## config.mk

```make
export PLATFORM = sky130hd
export DESIGN_NAME = inst_fetch_responder
export DESIGN_NICKNAME = d
export VERILOG_FILES = /design/src/rtl/inst_fetch_responder_pkg.sv /design/src/rtl/inst_fetch_responder_word_buffer.sv /design/src/rtl/inst_fetch_responder.sv
export SDC_FILE = /design/constraint.sdc
export NUM_CORES = 1
export LEC_CHECK = 0
export BUFFER_PORTS_ARGS = -buffer_cell sky130_fd_sc_hd__buf_4
export CAP_MARGIN = 0
export CORE_MARGIN = 5
export CORE_UTILIZATION = 60
export CTS_BUF_LIST = sky130_fd_sc_hd__clkbuf_8
export DETAILED_ROUTE_END_ITERATION = 16
export GPL_TIMING_DRIVEN = 0
export PLACE_DENSITY_LB_ADDON = 0.2
export SETUP_SLACK_MARGIN = 0.1
export SLEW_MARGIN = 20
export SYNTH_ARGS = -nofsm -noshare
export SYNTH_HDL_FRONTEND = slang
export SYNTH_SLANG_ARGS = --single-unit
```

## constraint.sdc

```tcl
create_clock -name clk -period 12.4 [get_ports clk]
set_input_delay 1.24 -clock clk [delete_from_list [all_inputs] [get_ports clk]]
set_output_delay 1.24 -clock clk [all_outputs]
set_load 0.01 [all_outputs]
```

## src/rtl/inst_fetch_responder_pkg.sv

```systemverilog
// Shared types for the instruction fetch responder.
package inst_fetch_responder_pkg;

    // Existing no-op encoding (addi x0, x0, 0) driven when nothing is valid.
    localparam logic [31:0] NOP = 32'h0000_0013;

    typedef enum logic [1:0] {
        StIdle,
        StLo,
        StHi
    } fetch_state_t;

endpackage

```

## src/rtl/inst_fetch_responder_word_buffer.sv

```systemverilog
// Two-entry instruction word buffer: hit compare, output mux, victim choice, flush.
module fetch_word_buffer
    import inst_fetch_responder_pkg::*;
#(
    parameter logic [31:0] MissData = NOP
) (
    input  logic        clk,
    input  logic        rst_n,
    input  logic        flush_i,
    input  logic [29:0] req_word_i,
    input  logic [29:0] next_word_i,
    output logic        req_hit_o,
    output logic        next_hit_o,
    output logic [31:0] hit_data_o,
    output logic        victim_o,
    input  logic        inval_i,
    input  logic        inval_idx_i,
    input  logic        fill_i,
    input  logic        fill_idx_i,
    input  logic [29:0] fill_word_i,
    input  logic [31:0] fill_data_i
);

    logic [1:0]  valid_q, valid_d;
    logic [29:0] addr_q [2];
    logic [29:0] addr_d [2];
    logic [31:0] data_q [2];
    logic [31:0] data_d [2];
    logic        rptr_q, rptr_d;
    logic [1:0]  hit;
    logic [1:0]  next_hit;

    // Tag compare against the demand word and the sequential successor.
    always_comb begin
        hit[0]      = valid_q[0] && (addr_q[0] == req_word_i);
        hit[1]      = valid_q[1] && (addr_q[1] == req_word_i);
        next_hit[0] = valid_q[0] && (addr_q[0] == next_word_i);
        next_hit[1] = valid_q[1] && (addr_q[1] == next_word_i);
    end

    assign req_hit_o  = |hit;
    assign next_hit_o = |next_hit;

    // Output mux and victim selection; victim is the entry the core is not using.
    always_comb begin
        hit_data_o = MissData;
        if (hit[0]) begin
            hit_data_o = data_q[0];
        end else if (hit[1]) begin
            hit_data_o = data_q[1];
        end
        if (hit[0]) begin
            victim_o = 1'b1;
        end else if (hit[1]) begin
            victim_o = 1'b0;
        end else begin
            victim_o = rptr_q;
        end
    end

    // Entry update; flush overrides any fill landing in the same cycle.
    always_comb begin
        valid_d = valid_q;
        addr_d  = addr_q;
        data_d  = data_q;
        rptr_d  = rptr_q;
        if (inval_i) begin
            valid_d[inval_idx_i] = 1'b0;
        end
        if (fill_i) begin
            valid_d[fill_idx_i] = 1'b1;
            addr_d[fill_idx_i]  = fill_word_i;
            data_d[fill_idx_i]  = fill_data_i;
            rptr_d              = ~rptr_q;
        end
        if (flush_i) begin
            valid_d = 2'b00;
        end
    end

    // Control state with synchronous reset.
    always_ff @(posedge clk) begin
        if (!rst_n) begin
            valid_q <= 2'b00;
            rptr_q  <= 1'b0;
        end else begin
            valid_q <= valid_d;
            rptr_q  <= rptr_d;
        end
    end

    // Tag and data storage; qualified by valid so no reset needed.
    always_ff @(posedge clk) begin
        addr_q <= addr_d;
        data_q <= data_d;
    end

endmodule

```

## src/rtl/inst_fetch_responder.sv

```systemverilog
// Instruction fetch responder: buffers two words, fetches over a 16-bit req/ack bus.
module inst_fetch_responder
    import inst_fetch_responder_pkg::*;
#(
    parameter logic [31:0] RESET_INSTR = NOP
) (
    input  logic        clk,
    input  logic        rst_n,
    input  logic [31:0] inst_addr,
    output logic [31:0] instruction,
    output logic        inst_ready,
    input  logic        flush,
    output logic        ext_req,
    output logic [31:0] ext_addr,
    input  logic        ext_ack,
    input  logic [15:0] ext_rdata
);

    fetch_state_t state_q, state_d;
    logic [31:0]  req_addr_q, req_addr_d;
    logic [29:0]  tgt_q, tgt_d;
    logic         victim_q, victim_d;
    logic [15:0]  lo_q, lo_d;
    logic         abort_q, abort_d;

    logic [29:0]  req_word;
    logic [29:0]  next_word;
    logic         req_hit;
    logic         next_hit;
    logic         victim;
    logic         inval_en;
    logic         fill_en;
    logic         redirect;
    logic         discard;
    logic         unused_addr_lsbs;

    assign req_addr_d       = {inst_addr[31:2], 2'b00};
    assign req_word         = req_addr_q[31:2];
    assign next_word        = req_word + 30'd1;  // wraps modulo 2^32 bytes
    assign unused_addr_lsbs = ^{inst_addr[1:0], req_addr_q[1:0]};

    fetch_word_buffer #(
        .MissData (RESET_INSTR)
    ) u_buffer (
        .clk         (clk),
        .rst_n       (rst_n),
        .flush_i     (flush),
        .req_word_i  (req_word),
        .next_word_i (next_word),
        .req_hit_o   (req_hit),
        .next_hit_o  (next_hit),
        .hit_data_o  (instruction),
        .victim_o    (victim),
        .inval_i     (inval_en),
        .inval_idx_i (victim),
        .fill_i      (fill_en),
        .fill_idx_i  (victim_q),
        .fill_word_i (tgt_q),
        .fill_data_i ({ext_rdata, lo_q})
    );

    assign inst_ready = req_hit;

    // The core moved elsewhere: the in-flight word is neither wanted nor a useful prefetch.
    assign redirect = (tgt_q != req_word) && (tgt_q != next_word) && !req_hit;
    assign discard  = abort_q || flush || redirect;

    // Fetch FSM: pick demand or prefetch target, then run the two halfword beats.
    always_comb begin
        state_d  = state_q;
        tgt_d    = tgt_q;
        victim_d = victim_q;
        lo_d     = lo_q;
        abort_d  = abort_q;
        ext_req  = 1'b0;
        ext_addr = 32'h0;
        inval_en = 1'b0;
        fill_en  = 1'b0;
        case (state_q)
            StIdle: begin
                abort_d = 1'b0;
                if (!flush && (!req_hit || !next_hit)) begin
                    tgt_d    = req_hit ? next_word : req_word;
                    victim_d = victim;
                    inval_en = 1'b1;
                    state_d  = StLo;
                end
            end
            StLo: begin
                ext_req  = 1'b1;
                ext_addr = {tgt_q, 2'b00};
                if (flush) begin
                    abort_d = 1'b1;
                end
                if (ext_ack) begin
                    lo_d    = ext_rdata;
                    state_d = discard ? StIdle : StHi;
                end
            end
            StHi: begin
                ext_req  = 1'b1;
                ext_addr = {tgt_q, 2'b10};
                if (flush) begin
                    abort_d = 1'b1;
                end
                if (ext_ack) begin
                    fill_en = !discard;
                    state_d = StIdle;
                end
            end
            default: state_d = StIdle;
        endcase
    end

    // State registers; reset drops any beat in flight immediately.
    always_ff @(posedge clk) begin
        if (!rst_n) begin
            state_q    <= StIdle;
            req_addr_q <= 32'h0;
            tgt_q      <= 30'h0;
            victim_q   <= 1'b0;
            lo_q       <= 16'h0;
            abort_q    <= 1'b0;
        end else begin
            state_q    <= state_d;
            req_addr_q <= req_addr_d;
            tgt_q      <= tgt_d;
            victim_q   <= victim_d;
            lo_q       <= lo_d;
            abort_q    <= abort_d;
        end
    end

endmodule

```

Word level (Yosys, flattened, before mapping)
Cells that the tools add are included.
- flip-flop bits (word level): 207
- bits in latches: 0
- bits in writable memories: 0
- bits in read-only memories: 0
- logic and storage cells: 94
- memories kept: 0
- $add $sub $neg: 1
- multiply operators: 0
- div/mod/pow operators: 0
- magnitude comparators: 6
- eq/ne operators: 12
- shift-type cells: 0
- multiplexer cells: 30
- bitwise gates (word level): 6
- reductions and logical operators: 27
- operators with widths (kind ; count):
    equality test 30 bit ; 4
    two-way mux 32 bit ; 3
    bitwise mux 64 bit ; 1
    one-hot mux 32 bit (2 select lines) ; 1
    bitwise mux 60 bit ; 1
    two-way mux 30 bit ; 2
    != test 30 bit ; 2
    demux 32 bit (select 1 bit) ; 1
    adder 30 x 1 -> 30 bit, second input constant ; 1
    demux 30 bit (select 1 bit) ; 1
    two-way mux 2 bit ; 6
    logical AND 1 bit ; 10
    two-way mux 1 bit ; 10
    OR reduction 2 bit ; 4
    != test 2 bit, second input constant ; 3
    one-hot mux 2 bit (3 select lines) ; 1
    AND reduction 2 bit ; 3
    zero test 1 bit ; 4
    less-than comparator 1 x 2 -> 1 bit, second input constant ; 2
    logical OR 1 bit ; 3
    AND reduction 3 bit ; 1
    AND 2 bit ; 1
    demux 1 bit (select 1 bit) ; 2
    equality test 2 x 1 -> 1 bit, second input constant ; 1
    12 further kinds ; 14

Depth between registers and ports, before layout
Gate-level depths: netlist of run 1.
- depth after elaboration: 13
- gate-level depth with buffers: 13

Cells and area by module
Synthesis of run 1 repeated with hierarchy kept, for this count alone.
- cell total of the unflattened synthesis: 982
- area, all modules: 10886.7 sq um
- by module, submodules not included (module ; instances ; cells an instance ; area an instance (sq um) ; sequential area each (sq um)):
    fetch_word_buffer ; 1 ; 375 ; 5949.5 ; 3783.6
    inst_fetch_responder ; 1 ; 607 ; 4937.2 ; 1601.5

Worst setup path before layout of run 1
OpenSTA, ideal clock, no wires.
- kind: register to register
- from: register req_addr_q[2]
- to: register u_buffer.addr_q[30] in the netlist's numbering, enable pin
- setup time: 0.482 ns
- data arrival time: 5.209 ns
- required time: 11.918 ns
- path slack: 6.709 ns
- stages on the path, launching flop included: 12
- buffers on the path: 1
- period minus slack after synthesis: 5.691 ns
- path through: dfxtp_1 > ha_1 > buf_2 > nand4_2 > nor4_1 > or3b_2 > o2111ai_1 > a2111oi_0 > nand4_1 > o21ai_0 > nand3_1 > nor2_1
- word-level cells in the longest chain between the ends: 9
- ends and longest elaborated chain (what ; line ; text):
    from (decl) ; inst_fetch_responder.sv:20 ; logic [31:0] req_addr_q, req_addr_d;
    from (signal assigned) ; inst_fetch_responder.sv:126 ; req_addr_q <= req_addr_d;
    parallel branches: the longest is 4 deep, another holds adder 30 x 1 -> 30 bit ; - ;
    logical AND 1 bit * ; inst_fetch_responder.sv:65 ; assign redirect = (tgt_q != req_word) && (tgt_q != next_word) && !req_hit;
    logical OR 1 bit * ; inst_fetch_responder.sv:66 ; assign discard = abort_q || flush || redirect;
    zero test 1 bit * ; inst_fetch_responder.sv:107 ; fill_en = !discard;
    two-way mux 1 bit * ; inst_fetch_responder.sv:106 ; if (ext_ack) begin
    two-way mux 1 bit * ; inst_fetch_responder.sv:79 ; case (state_q)
    to (signal assigned) ; inst_fetch_responder_word_buffer.sv:94 ; addr_q <= addr_d;
    to (decl) ; inst_fetch_responder_word_buffer.sv:25 ; logic [29:0] addr_q [2];
Mark *: on every way between the ends.
A chain may end at the register's enable or synchronous reset.

Worst setup path in the final report of run 1
- from: register req_addr_q[9]
- to: output port instruction[8]
- word-level cells in the longest chain between the ends: 4
- ends and longest elaborated chain (what ; line ; text):
    equality test 30 bit ; inst_fetch_responder_word_buffer.sv:36 ; hit[1] = valid_q[1] && (addr_q[1] == req_word_i);
    logical AND 1 bit ; inst_fetch_responder_word_buffer.sv:36 ;
    two-way mux 32 bit ; inst_fetch_responder_word_buffer.sv:49 ; end else if (hit[1]) begin
    two-way mux 32 bit * ; inst_fetch_responder_word_buffer.sv:47 ; if (hit[0]) begin
    to (decl) ; inst_fetch_responder.sv:10 ; output logic [31:0] instruction,
Every way passes the cells marked *; elsewhere a longest branch is shown, timed or not.

==> results.sh, run 1 <==
export IMPL_coreArea_sq_mm=0.0181
export IMPL_synth_area_top_cells="edfxtp_1, dfxtp_1, xnor2_1"
export IMPL_cap_violations=0
export IMPL_cts_path_max_buffers=3
export IMPL_post_route_period_util_pct=44.7
export IMPL_grt_pass1_wl_mm=55.2
export IMPL_grt_pass1_vias=9152
export IMPL_end_kind="output port"
export IMPL_rsz0062_at_grt="no"
export IMPL_cp_max_fo=10
export IMPL_syn_num_nets=1161
export IMPL_clkTransAtPathRegs_ps=60
export IMPL_grt_use_met3_pct=8.55
export IMPL_clk_latency_ps=550
export IMPL_netlist_area_sq_mm=0.0112
export IMPL_ir_drop_uv=110
export IMPL_fin_ws_ps=6860
export IMPL_top_usage_layer="met2"
export IMPL_syn_inst=1104
export IMPL_yosysSeqAreaShare_pct=48.3
export IMPL_slowest_stage="dfxtp_1"
export IMPL_antenna_left=0
export IMPL_wl_per_cell_um=24.3
export IMPL_cp_common_cell="clkbuf_1"
export IMPL_antenna_cells=0
export IMPL_p_per_area_mw_per_mm2=118
export IMPL_hold_viol=0
export IMPL_via_count=9515
export IMPL_root_buffer="clkbuf_8"
export IMPL_vias_per_cell=6.29
export IMPL_layout_min_cycle_time_ps=5540
export IMPL_final_setup_tns_ps=0
export IMPL_gr_total_overflow=0
export IMPL_drt_iter0_drc=1106
export IMPL_grt_max_degree=35
export IMPL_relSlewSlack_pct=30.6
export IMPL_port_buffer_count=112
export IMPL_ys_warnings_count=0
export IMPL_cts_setup_buffers=0
export IMPL_cts_resized=0
export IMPL_crit_type="register to output port"
export IMPL_final_common_cell="edfxtp_1"
export IMPL_avgSynthCellArea_sq_um=10.1
export IMPL_fmax_ghz=0.180
export IMPL_antenna_found_initial=0
export IMPL_grt_util_met1_pct=47.1
export IMPL_h_tree_depth=2
export IMPL_ys_ff_latch=207
export IMPL_area_growth_pct=17.3
export IMPL_maxSlewViolCount=0
export IMPL_synth_edff_count=124
export IMPL_hpwl_mm=27.1
export IMPL_post_route_cells_drive_above_1_share_pct=18.6
export IMPL_synth_top_area_share_pct=33.4
export IMPL_start_util_pct=61.5
export IMPL_crit_required_ps=11160
export IMPL_cts_sinks=207
export IMPL_ys_flop_type="edfxtp_1"
export IMPL_worstMarginPinSlew_ps=1030
export IMPL_critPathTopFamily="buffers and inverters"
export IMPL_hold_slack_ps=454
export IMPL_place_gp_congestion=0.996
export IMPL_drt_first_pass_iters=5
export IMPL_final_cell_mix="edfxtp_1, buf_4, xnor2_1, nand2_1, dfxtp_1"
export IMPL_io_pins=118
export IMPL_leakage_nw=4.67
export IMPL_arrival_ps=4300
export IMPL_drc=0
export IMPL_final_core_util_pct=72.1
export IMPL_cpPeakStageDelay_ps=530
export IMPL_die_h_um=146
export IMPL_async_flop_share_pct=0
export IMPL_critPathBufInv=5
export IMPL_nets=1314
export IMPL_fillCellCount=1310
export IMPL_skew_ps=24.2
export IMPL_cts_tree="built"
export IMPL_die_area_sq_mm=0.0214
export IMPL_yosys_area_top_type="edfxtp_1"
export IMPL_rows=49
export IMPL_cts_inserted_buffers=35
export IMPL_min_path_type="register to register"
export IMPL_crit_path_cell_trace="clkbuf_1 > xnor2_1 > nand4_1 > nor4_1 > nand4_1 > clkbuf_1 > clkbuf_1 > clkbuf_1 > o31ai_1 > buf_4"
export IMPL_cts_hold_buffers=0
export IMPL_dpl_worst_slack_ps=7540
export IMPL_ys_types=74
export IMPL_grt_util_met2_pct=50.7
export IMPL_wl_mm=36.7
export IMPL_outcome="finished, final reports clean"
export IMPL_die_w_um=146
export IMPL_grtUsageTotal_pct=33.6
export IMPL_start_kind="register"
export IMPL_finalSetupViolations=0
==> per-stage QoR <==
step	power, mW	cells	instance area, sq um
global route	1.59	1513	13100
CTS	1.54	1513	13100
detailed placement	0.952	1449	12400
global placement	0.949	1445	12300
floorplan	0.887	1104	11200
finish	1.54	1513	13100
==> worst reg2reg max path, delay by kind of cell, from the launching register on <==
kind / cells / cell delay, ps
AND/OR/NAND/NOR: 5 / 2140
AO/OA/AOI/OAI: 3 / 1170
buffers and inverters: 3 / 970
flip-flops: 1 / 350
adder cells (fa/ha/maj): 1 / 140
==> final cells by class <==
| class | count | area, sq um | area share (%) |
|---|---|---|---|
| buffer | 77 | 345 | 2.64 |
| clock buffer | 39 | 537 | 4.10 |
| clock inverter | 25 | 144 | 1.10 |
| inverter | 43 | 164 | 1.25 |
| multi-input combinational | 777 | 5280 | 40.3 |
| sequential | 207 | 5390 | 41.2 |
| tap | 229 | 287 | 2.19 |
| timing repair buffer | 116 | 943 | 7.21 |
==> registers in the layout, indices dropped and copies added, names as in the netlist <==
register and count:
u_buffer.data_q 64, tgt_q 30, abort_q 1, u_buffer.rptr_q 1, u_buffer.valid_q 2, state_q 2
victim_q 1, u_buffer.addr_q 60, req_addr_q 30, lo_q 16
==> layer usage <==
metal / share of wire [%] / vias up
met4: 4.3 / 0
met3: 11 / 113
met2: 44 / 593
li1: - / 4276
met1: 41 / 4533
met5: 0 / -
==> cell families after synthesis <==
| family | synth area share [%] |
|---|---|
| AO/OA/AOI/OAI | 13.3 |
| XOR/XNOR | 13.3 |
| adder cells (fa/ha/maj) | 0.561 |
| buffers and inverters | 4.54 |
| flip-flops | 48.3 |
| multiplexers | 0.0898 |
| other | 0.0336 |
| AND/OR/NAND/NOR | 19.9 |
==> worst paths after layout <==
| kind | startpoint | endpoint | slack (ps) | depth (start not counted) |
|---|---|---|---|---|
| setup / recovery | req_addr_q[9]$_SDFF_PN0_ | instruction[8] | 6860 | 10 |
| hold / removal | lo_q[2]$_SDFFE_PN0P_ | u_buffer.data_q[34]$_DFFE_PP_ | 450 | 0 |
| setup reg to reg | req_addr_q[3]$_SDFF_PN0_ | u_buffer.addr_q[17]$_DFFE_PP_ | 7300 | 12 |
| hold reg to reg | lo_q[2]$_SDFFE_PN0P_ | u_buffer.data_q[34]$_DFFE_PP_ | 450 | 0 |
==> synthesized netlist by cell type (18+ instances only) <==
master	instances
a211oi_2	28
a21oi_1	74
and2_1	65
clkbuf_1	55
dfxtp_1	83
edfxtp_1	124
inv_1	43
nand2_1	113
nand3_1	26
nand4_1	49
nor2_1	42
nor3_1	18
nor4_1	22
o31ai_1	32
xnor2_1	115
xor2_1	55
==> where the power goes <==
part           switching (mW)  internal [mW]  leakage, nW
registers              0.0204          0.746         1.79
clock network           0.285          0.313        0.405
logic                   0.111         0.0676         2.47
total                   0.417           1.13         4.67
Note: power is estimated with default switching activity, not from simulation.
==> inputs of run 2 (changes only) <==
Settings changed: ABC_AREA set to 1, CORE_UTILIZATION 60 to 56.
Clock period 12.4 ns to 4.6 ns, I/O delays scaled along.
==> results.sh, run 2 <==
export IMPL_critPathBufInv=5
export IMPL_crit_path_cell_trace="clkbuf_2 > inv_1 > nand2_1 > nand4_1 > nor4_1 > nand4_1 > nor2_1 > nand2_2 > nand2_2 > clkbuf_2 > buf_2 > o21ai_0 > nor2_1 > buf_4"
export IMPL_cts_tree="built"
export IMPL_worstReg2RegEnd="u_buffer.addr_q[41]$_DFFE_PP_"
export IMPL_rr_worst_depth=17
export IMPL_top_register="u_buffer.data_q"
export IMPL_root_buffer="clkbuf_8"
export IMPL_grtUsageTotal_pct=34.2
export IMPL_cts_sinks=207
export IMPL_coreArea_sq_mm=0.0202
export IMPL_fmax_ghz=0.230
export IMPL_clk_latency_ps=540
export IMPL_layout_min_cycle_time_ps=4350
export IMPL_placedCellCount=1898
export IMPL_r2r_start="req_addr_q[3]$_SDFF_PN0_"
export IMPL_port_buffer_count=113
export IMPL_final_common_cell="nand2_1"
export IMPL_yosys_top_cells_count="nand2_1, nor2_1, inv_1"
export IMPL_start_kind="register"
export IMPL_die_h_um=153
export IMPL_outcome="finished, final reports clean"
export IMPL_yosysMostFrequentCell="nand2_1"
export IMPL_gr_total_overflow=0
export IMPL_critPathTopFamily="simple AND/OR/NAND/NOR gates"
export IMPL_hpwl_mm=31.6
export IMPL_fin_total_pwr_mw=4.36
export IMPL_async_flop_share_pct=0
export IMPL_cpPeakStageDelay_ps=400
export IMPL_synth_area_top_cells="edfxtp_1, dfxtp_1, nand2_1"
export IMPL_synth_edff_count=124
export IMPL_crit_required_ps=4140
export IMPL_largest_register_ffs=64
export IMPL_worstMarginPinSlew_ps=934
export IMPL_internal_power_mw=3.14
export IMPL_vias_per_cell=5.63
export IMPL_holdPathStages=3
export IMPL_worstHoldStart="inst_addr[3]"
export IMPL_yosysSeqAreaShare_pct=47.1
export IMPL_final_cell_mix="nand2_1, nor2_1, inv_1, edfxtp_1, buf_4"
export IMPL_crit_type="register to output port"
export IMPL_arrival_ps=3890
export IMPL_drc=0
export IMPL_end_kind="output port"
export IMPL_rrSetupSlack_ps=360
export IMPL_syn_inst=1509
export IMPL_via_count=11000
export IMPL_hold_end="req_addr_q[3]$_SDFF_PN0_"
export IMPL_skew_ps=21.7
export IMPL_antenna_left=0
export IMPL_seq_power_share_pct=48.1
export IMPL_netlist_area_sq_mm=0.0114
export IMPL_drt_iter0_drc=1368
export IMPL_ys_types=38
export IMPL_antenna_cells=0
export IMPL_yosys_area_top_type="edfxtp_1"
export IMPL_h_tree_depth=2
export IMPL_power_switching_mw=1.22
export IMPL_ir_drop_uv=278
export IMPL_area_growth_pct=18.3
export IMPL_antenna_found_initial=0
export IMPL_synth_top_area_share_pct=32.6
export IMPL_io_pins=118
export IMPL_avgSynthCellArea_sq_um=7.58
export IMPL_relSlewSlack_pct=37.8
export IMPL_cap_violations=0
export IMPL_final_setup_tns_ps=0
export IMPL_grt_max_degree=27
export IMPL_die_w_um=153
export IMPL_p_comb_share_pct=14.0
export IMPL_leakage_nw=6.07
export IMPL_maxSlewViolCount=0
export IMPL_post_route_cells_drive_above_1_share_pct=13.7
export IMPL_final_area_sq_mm=0.0135
export IMPL_placed_area_sq_mm=0.0128
export IMPL_die_area_sq_mm=0.0234
export IMPL_hold_viol=0
export IMPL_stdcell_count=1961
export IMPL_rsz0062_at_grt="yes"
export IMPL_swShare_pct=28.0
export IMPL_hold_slack_ps=108
export IMPL_wl_mm=41.1
export IMPL_syn_num_nets=1566
export IMPL_cts_inserted_buffers=35
export IMPL_slowest_stage="dfxtp_1"
export IMPL_routedLengthMet1_mm=16.2
export IMPL_cts_hold_buffers=0
export IMPL_wl_per_cell_um=21.0
export IMPL_p_per_area_mw_per_mm2=323
export IMPL_nets=1723
export IMPL_cts_path_max_buffers=3
export IMPL_rows=52
export IMPL_grt_pass1_vias=10500
export IMPL_dr_wl_met2_mm=18.7
export IMPL_cp_max_fo=10
export IMPL_post_route_period_util_pct=94.5
export IMPL_ys_flop_type="edfxtp_1"
export IMPL_min_path_type="primary input to register"
export IMPL_start_util_pct=56.7
export IMPL_place_gp_congestion=1.01
export IMPL_fillCellCount=1730
export IMPL_drt_first_pass_iters=9
export IMPL_clkTransAtPathRegs_ps=60
export IMPL_largestRegisters="u_buffer.data_q x64, u_buffer.addr_q x60"
export IMPL_ys_ff_latch=207
export IMPL_grt_pass1_wl_mm=61.0
export IMPL_ys_warnings_count=0
export IMPL_clkPwrFrac_pct=37.8
export IMPL_routed_top_layer="met4"
export IMPL_wl_met3_mm=4.42
export IMPL_finalSetupViolations=0
-- run 2: cell type report --
type | count | area [sq um] | share of cell area [%]
Timing Repair Buffer | 121 | 1020 | 7.53
Sequential cell | 207 | 5390 | 39.8
Multi-Input combinational cell | 1061 | 5100 | 37.7
Buffer | 58 | 292 | 2.16
Inverter | 182 | 683 | 5.05
Clock buffer | 39 | 537 | 3.97
Tap cell | 270 | 338 | 2.50
Clock inverter | 23 | 169 | 1.25
-- run 2: cells by family after synthesis --
kind of cell,count (synthesis),share of synthesized area (%)
buffers and inverters,241,8.53
DFF,207,47.1
adders and majority gates,5,0.547
xor gates and xnor gates,78,6.09
other,1,0.0328
and+or+nand+nor,822,30.8
AOI/OAI and AO/OA,155,6.94
-- run 2: power groups by stage --
stage / combinational [mW] / sequential, mW / clock (mW)
floorplan: 0.374 / 2.12 / 0
global placement: 0.584 / 2.13 / 0
detailed placement: 0.592 / 2.14 / 0
CTS: 0.598 / 2.10 / 1.67
global route: 0.661 / 2.11 / 1.76
finish: 0.613 / 2.10 / 1.65
-- run 2: worst min-delay path, delay by kind of cell --
kind	cells	cell delay, ps
simple gates	1	40
buf+inv	2	110
-- run 2: how the worst max path moves through the flow --
| stage | startpoint | endpoint | slack [ps] | cells after the start |
|---|---|---|---|---|
| final | req_addr_q[30]$_SDFF_PN0_ | instruction[19] | 250 | 14 |
| after detailed placement | req_addr_q[30]$_SDFF_PN0_ | u_buffer.data_q[1]$_DFFE_PP_ | 120 | 15 |
| after CTS | req_addr_q[30]$_SDFF_PN0_ | instruction[19] | 100 | 14 |
| after global routing | req_addr_q[23]$_SDFF_PN0_ | instruction[22] | 100 | 13 |
| after floorplan | req_addr_q[3]$_SDFF_PN0_ | u_buffer.addr_q[0]$_DFFE_PP_ | -600 | 17 |
| after global placement | req_addr_q[30]$_SDFF_PN0_ | u_buffer.addr_q[37]$_DFFE_PP_ | -3460 | 13 |
-- run 2: metal layers --
layer / vias to the layer above / track usage [%]
met5: - / 0
met4: 0 / 14.2
met2: 685 / 55.0
met1: 5106 / 45.7
met3: 107 / 6.47
li1: 5143 / -
-- run 2: stage by stage --
stage | setup slack [ps] | utilization, %
floorplan | -603 | -
global route | 98.0 | 67.1
detailed placement | 124 | 63.4
global placement | -3460 | 62.6
CTS | 104 | 66.9
finish | 254 | 67.1
-- run 2: repair_timing --
action,CTS,global route
setup buffers,0,2
pin swaps,0,1
setup endpoints to repair,29,75
resized for setup,2,4
